--- src/rtl/toggle_handshake_rx.sv ---
`default_nettype none
// ============================================================================
// Module   : toggle_handshake_rx
// Purpose  : Receive side of a two-phase req/ack link; presents each word on
//            a valid/ready port and returns a toggled ack once it is consumed.
// Revision : 1.0 - initial release
// ============================================================================
module toggle_handshake_rx #(
  parameter int DATA_W      = 8,
  parameter int SYNC_STAGES = 2,
  parameter int CNT_W       = 8
) (
  input  logic              clk,
  input  logic              rst_n,
  input  logic              req_t,
  input  logic [DATA_W-1:0] data_in,
  output logic              ack_t,
  output logic [DATA_W-1:0] out_data,
  output logic              out_valid,
  input  logic              out_ready,
  output logic [CNT_W-1:0]  evt_count,
  output logic              proto_err,
  input  logic              err_clr
);

  localparam logic [CNT_W-1:0] c_cnt_one = {{(CNT_W-1){1'b0}}, 1'b1};

  typedef enum logic [0:0] {
    ST_IDLE    = 1'b0,
    ST_PRESENT = 1'b1
  } state_t;

  state_t              r_state;
  state_t              w_state_nxt;
  logic [SYNC_STAGES-1:0] r_sync;
  logic                r_req_last;
  logic                r_ack;
  logic                r_valid;
  logic                r_err;
  logic [DATA_W-1:0]   r_data;
  logic [CNT_W-1:0]    r_count;
  logic                w_req_sync;
  logic                w_toggle_seen;
  logic                w_capture;
  logic                w_consume;
  logic                w_violation;

  assign w_req_sync    = r_sync[SYNC_STAGES-1];
  assign w_toggle_seen = w_req_sync ^ r_req_last;

  // req_t is asynchronous to clk: shift it through the synchroniser chain.
  always_ff @(posedge clk or negedge rst_n) begin
    if (!rst_n) begin
      r_sync <= '0;
    end else begin
      r_sync <= {r_sync[SYNC_STAGES-2:0], req_t};
    end
  end

  always_ff @(posedge clk or negedge rst_n) begin
    if (!rst_n) begin
      r_state <= ST_IDLE;
    end else begin
      r_state <= w_state_nxt;
    end
  end

  always_comb begin
    w_state_nxt = r_state;
    w_capture   = 1'b0;
    w_consume   = 1'b0;
    w_violation = 1'b0;
    case (r_state)
      ST_IDLE: begin
        if (w_toggle_seen) begin
          w_capture   = 1'b1;
          w_state_nxt = ST_PRESENT;
        end
      end
      ST_PRESENT: begin
        // Any toggle while a word is still held means the sender ran ahead.
        w_violation = w_toggle_seen;
        if (out_ready) begin
          w_consume   = 1'b1;
          w_state_nxt = ST_IDLE;
        end
      end
      default: w_state_nxt = ST_IDLE;
    endcase
  end

  // Reloading req_last on exit swallows any extra toggle seen during PRESENT.
  always_ff @(posedge clk or negedge rst_n) begin
    if (!rst_n) begin
      r_req_last <= 1'b0;
      r_data     <= '0;
      r_valid    <= 1'b0;
      r_ack      <= 1'b0;
      r_count    <= '0;
    end else begin
      if (w_capture || w_consume) begin
        r_req_last <= w_req_sync;
      end
      if (w_capture) begin
        r_data  <= data_in;
        r_valid <= 1'b1;
      end else if (w_consume) begin
        r_valid <= 1'b0;
      end
      if (w_consume) begin
        r_ack   <= ~r_ack;
        r_count <= r_count + c_cnt_one;
      end
    end
  end

  // Set has priority over clear so a persisting violation is never lost.
  always_ff @(posedge clk or negedge rst_n) begin
    if (!rst_n) begin
      r_err <= 1'b0;
    end else if (w_violation) begin
      r_err <= 1'b1;
    end else if (err_clr) begin
      r_err <= 1'b0;
    end
  end

  assign ack_t     = r_ack;
  assign out_data  = r_data;
  assign out_valid = r_valid;
  assign evt_count = r_count;
  assign proto_err = r_err;

endmodule
`default_nettype wire

--- config.mk ---
export PLATFORM = sky130hd
export DESIGN_NAME = toggle_handshake_rx
export DESIGN_NICKNAME = d
export VERILOG_FILES = /design/src/rtl/toggle_handshake_rx.sv
export SDC_FILE = /design/constraint.sdc
export NUM_CORES = 1
export LEC_CHECK = 0
export CORE_ASPECT_RATIO = 1.2
export CORE_MARGIN = 2
export CORE_UTILIZATION = 39
export DETAILED_ROUTE_END_ITERATION = 7
export PLACE_DENSITY = 0.73
export SYNTH_ARGS = -nofsm -noshare
export SYNTH_HDL_FRONTEND = slang
export SYNTH_SLANG_ARGS = --single-unit
--- constraint.sdc ---
create_clock -name clk -period 1.1 [get_ports clk]
set_input_delay 0.22 -clock clk [delete_from_list [all_inputs] [get_ports clk]]
set_output_delay 0.22 -clock clk [all_outputs]
set_load 0.02 [all_outputs]
==> results by group <==
Run status
  – Status: complete, but fails checks
  – Failing checks: negative setup slack

Critical path
  – CP Launch Point: r_sync[1]
  – CP peak stage delay: 0.44 ns
  – Max FO, Critical Path: 5
  – Crit path to: out_data[3]
  – CP Launch Type: flop
  – R2R cell count: 3
  – Worst path bufs/invs: 0
  – Critical Path Slowest Stage Cell: dfrtp_1
  – Delay-heaviest family, CP: flip-flops
  – Levels on crit path: 3
  – Crit. End Element: flop
  – CP cell instances: xor2_2, and2b_4, mux2_4
  – Worst r2r src: r_sync[1]
  – CP Data Required Time: 1.31 ns
  – CP arrival: between 1.5 and 2 ns
  – R2R setup slack: -0.23 ns
  – RR Endpoint: out_data[3]
  – Crit Path Class: reg -> reg

Yosys
  – Synth Area per Inst: 14.6 µm²
  – Synth Net Count: 77
  – Post-synthesis register bit count: 23
  – Syn Std Cell Area: 922 µm²
  – Sequential share of the synthesized area: 62.4%
  – Number of library cell types mapped by synthesis: 18
  – Synth warn: 0
  – Cells after synthesis: 63

Route
  – First DRT Iteration DRCs: 11
  – Total vias in the final route: between 700 and 800
  – First drt pass iteration count: 3
  – DRC: 0
  – WL final: 2.55 mm
  – DRT antenna net count: 0
  – Routed WL per cell: 16.0 µm
  – Avg Vias per Cell: 4.60

Power
  – VDD IR max: 2.42 mV
  – Leakage power figure: 0.000856 µW
  – Reg power frac: 31.4%
  – Sw frac: between 30% and 40%
  – Gate power share: 60.5%
  – Cell area power density: 2850 nW/µm²
  – Internal power: 3070 µW
  – Sw Pwr: 1840 µW
  – Tot Pwr: 4920 µW
  – Clock power share: ~8%

GRT
  – GRT Residual Overflow: 0
  – First-pass GRT wire length: 3.80 mm
  – Largest net degree at the start of global routing: 24
  – Initial antenna violation count: 0
  – Number of global-route vias before repair: 828
  – Global router's overall resource usage: 18.1%

Timing
  – Slew @ Worst Pin: 0.319 ns
  – Tcrit/Tclk final: 121%
  – Final Hold Vio Count: 0
  – Final worst slack: -0.235 ns
  – RSZ-0062 raised after global routing: true
  – Fmax achieved: 749 MHz
  – Setup Skew: 0.00239 ns
  – Min Hold Slack: ~0.24 ns
  – Final critical-path required period: 1.33 ns
  – Max Slew Vio Count: 0
  – Final setup violation count: 21
  – Worst slew margin: 78.7%

Clock tree
  – Post-CTS Hold Buffers: 0
  – Worst-case clock buffer depth: 2
  – CTS Sinks: 23
  – Root cell of the clock tree: clkbuf_4
  – Clk pin slew, worst setup/hold paths: about 0.13 ns
  – CTS tree: done
  – Worst-Skew Late Latency: 0.31 ns
  – # H-tree levels: 1
  – Num CTS Buffers: 3

Floorplan
  – Total die area: 2770 µm²
  – Die H: 57.3 µm
  – Die W: between 40 and 50 µm
  – Core box area: between 2000 and 2500 µm²
  – Num rows: 19
  – Starting density of the core: 40.8%
  – Ports: 32

Finish
  – Commonest non-fill, non-tap cell in the layout: buf_6
  – FILL cells: 145
  – Layout cells sized above 1: around 65%
  – Area grow syn2layout: 87.2%
  – Commonest cells after routing, fill and taps aside: buf_6, buf_4, dfrtp_1, clkdlybuf4s50_1, mux2_4
  – Fin util: 76.5%
  – Nets: 143
  – # diodes: 0

Min path
  – Worst Hold Class: in -> async

Placed design
  – Number of port buffers: 31
  – Placer Congestion: 0.772
  – Placement Setup Slack: -0.442 ns
  – Post-DP HPWL: 1.38 mm

Flow run
  – Maxcap violations: 0
[layout make-up]
class                   instances  area, µm²  share of cell area, %
inverters                       1       3.75                  0.217
well taps                      31       38.8                   2.25
clock buffers                   3       22.5                   1.30
multi-input cells              39        480                   27.8
clock inverters                 1       5.00                  0.290
flip-flops and latches         23        579                   33.6
repair buffers                 61        597                   34.6
[layer usage]
metal,vias to the layer above,track usage [%],wire length [µm],share of wire (%)
met5,-,0,0,0
met2,25,34.1,1470,58
li1,341,-,-,-
met3,4,3.14,73,2.9
met1,362,20.0,975,38
met4,0,7.76,33,1.3
[power by group through the flow]
stage          Sequential [µW]  Clock [µW]  Combinational (µW)
2_1_floorplan             1830           0                 647
3_3_place_gp              1410           0                2100
3_5_place_dp              1420           0                2160
4_1_cts                   1460         402                2430
5_1_grt                   1580         451                3120
6_report                  1540         398                2980
[worst min path at each step]
stage	from	slack [ns]	endpoint	cells past startpoint
final	rst_n	0.24	evt_count[0]	2
after floorplan	rst_n	-0.08	ack_t	0
after CTS	rst_n	0.24	evt_count[6]	2
after global routing	rst_n	0.24	evt_count[3]	2
after global placement	r_sync[0]	0.34	r_sync[1]	0
after detailed placement	r_sync[0]	0.36	r_sync[1]	0
[kinds of logic after synthesis]
kind of cell,synth area share (%)
muxes,15.5
DFF,62.4
xor gates and xnor gates,8.55
AOI/OAI and AO/OA,1.36
buffers and inverters,1.63
and+or+nand+nor,9.23
adders and majority gates,1.36
[repair_timing]
action | CTS | global route
resized for setup | 114 | 34
buffers inserted | 7 | 7
cloned | 1 | 0
setup endpoints to repair | 34 | 36
pin swaps | 3 | 10
[registers in the layout, indices dropped and copies added, names as in the netlist]
name,count
ack_t,1
evt_count,8
out_data,8
out_valid,1
proto_err,1
r_req_last,1
r_state,1
r_sync,2
[stage by stage]
stage / setup TNS, ns / cells / cell area, µm²
detailed placement: -7.15 / 141 / 1400
floorplan: -1.12 / 63 / 926
finish: -2.82 / 159 / 1730
CTS: -2.02 / 152 / 1540
global placement: -6.28 / 141 / 1400
global route: -3.93 / 159 / 1730
[synthesized netlist by cell type]
master | count | share of area, %
a21o_1 | 1 | 0.81
and2b_1 | 1 | 0.81
buf_6 | 1 | 1.2
dfrtp_1 | 23 | 62
ha_1 | 1 | 1.4
inv_1 | 1 | 0.41
mux2_2 | 2 | 2.4
mux2_4 | 8 | 13
nand2_1 | 5 | 2.0
nand2_2 | 1 | 0.68
nand2b_1 | 2 | 1.4
nand3_1 | 2 | 1.1
nor2_1 | 2 | 0.81
nor3_1 | 2 | 1.1
nor4_2 | 1 | 1.4
o21ai_0 | 1 | 0.54
xnor2_1 | 3 | 2.8
xor2_1 | 6 | 5.7
No activity file was read; power rests on OpenSTA's default activity.
==> patch, RTL diff (config.mk and constraints unchanged) <==
`CNT_W`: 8 -> 12.
--- a/src/rtl/toggle_handshake_rx.sv
+++ b/src/rtl/toggle_handshake_rx.sv
@@ -8,7 +8,7 @@
 module toggle_handshake_rx #(
   parameter int DATA_W      = 8,
   parameter int SYNC_STAGES = 2,
-  parameter int CNT_W       = 8
+  parameter int CNT_W       = 12
 ) (
   input  logic              clk,
   input  logic              rst_n,
Ports: changed (resized evt_count); port bits go from 32 to 36. The function was not compared with the original's and may differ.
==> patch against the unedited design <==
The flow still finishes with violations (setup timing). Clock power rose by 4%. Critical path depth rose by 1. Power rose by 7.1%. First-iteration DRC count did not move. Area after synthesis rose by 17%. Sequential cell count rose by 4. Design area rose by 23%. Setup slack got worse by 0.024 ns. Routed wire length rose by 10%. Largest cell class unchanged.
==> patch: results (changes against the unedited design) <==
largest net degree at the start of global routing 28 (+17%); Filler cells 139 (-4.1%); Syn Area/Cell 13.5 µm² (-8.0%); Worst Skew 0.00695 ns (+0.00456 ns); sequential share of the synthesized area 62.7% (+0.30 points); final setup violation count 38 (+81%); met2 WL 1.61 mm (+9.4%); met1 WL 990 µm (+1.5%); VDD IR max 2.07 mV (-14%); Placed Area 1780 µm² (+27%); vias in the first global route 953 (+15%); Max-slew headroom 74.7% (-4.0 points); failing checks setup timing; number of library cell types mapped by synthesis 20 (+2); synth cell count leaders dfrtp_1, mux2_2, xor2_1; Via density 4.84 (+5.2%); status finished, violations left; layout cell share with drive strength beyond 1 67.5% (+2.7 points); number of port buffers 35 (+13%); met2 GRT Util 33.3% (-0.85 points); Total Routing Usage GR 17.9% (-0.17 points); met1 Use GR 19.8% (-0.22 points); Setup WS post-layout -0.259 ns (-0.0238 ns); Syn Nets 94 (+22%); CP Max Fanout 9 (+4); leakage power 0.00109 µW (+27%); DP HPWL 1.76 mm (+28%); post-placement cell count 174 (+23%)
==> patch: changes by cell type after synthesis, sizes merged <==
| cell | delta |
|---|---|
| nor4 | +2 |
| nand2b | -1 |
| nand2 | -1 |
| inv | +1 |
| dfrtp | +4 |
| nand4 | +4 |
| xor2 | +4 |
| nor2 | +2 |
| nand3 | +1 |
| or2b | +1 |
==> patch: final timing paths <==
kind                                 to  slack (ns)       start  cells past startpoint
setup / recovery            out_data[4]       -0.26  r_req_last                      4
hold / removal             evt_count[3]        0.24       rst_n                      2
setup reg to reg            out_data[4]       -0.26  r_req_last                      4
hold reg to reg               r_sync[1]        0.37   r_sync[0]                      0
max in group asynchronous  evt_count[0]        0.69       rst_n                      2
min in group clk              r_sync[0]        0.32       req_t                      1
==> patch: cell type report <==
cell class	count	share of cell area, %
multi-input cells	50	27.5
inverters	2	0.352
clock buffers	3	1.06
well taps	33	1.94
clock inverters	1	0.235
repair buffers	77	36.5
flip-flops and latches	27	32.4
==> patch: through the flow <==
step                      setup TNS (ns)  total power, µW  setup WS (ns)  util, %
after floorplan                    -1.31             2740         -0.139        -
after global placement             -7.46             3940         -0.379     69.1
after detailed placement           -8.07             4000         -0.429     69.1
after CTS                          -3.50             4800         -0.255     76.0
after global routing               -6.16             5570         -0.293     82.7
final                              -3.85             5270         -0.259     82.7
==> patch: cells by family after synthesis <==
logic type / synth area share [%]
fa+ha+maj: 1.16
compound gates: 1.16
buf+inv: 1.39
flops: 62.7
simple gates: 12.5
mux: 10.5
xor+xnor: 10.6
==> patch: where the power goes <==
group / leakage, µW / internal [µW] / switching [µW]
combinational: 0.000752 / 1910 / 1280
clock: 0.0000177 / 136 / 276
sequential: 0.000318 / 1350 / 310
total: 0.00109 / 3400 / 1870
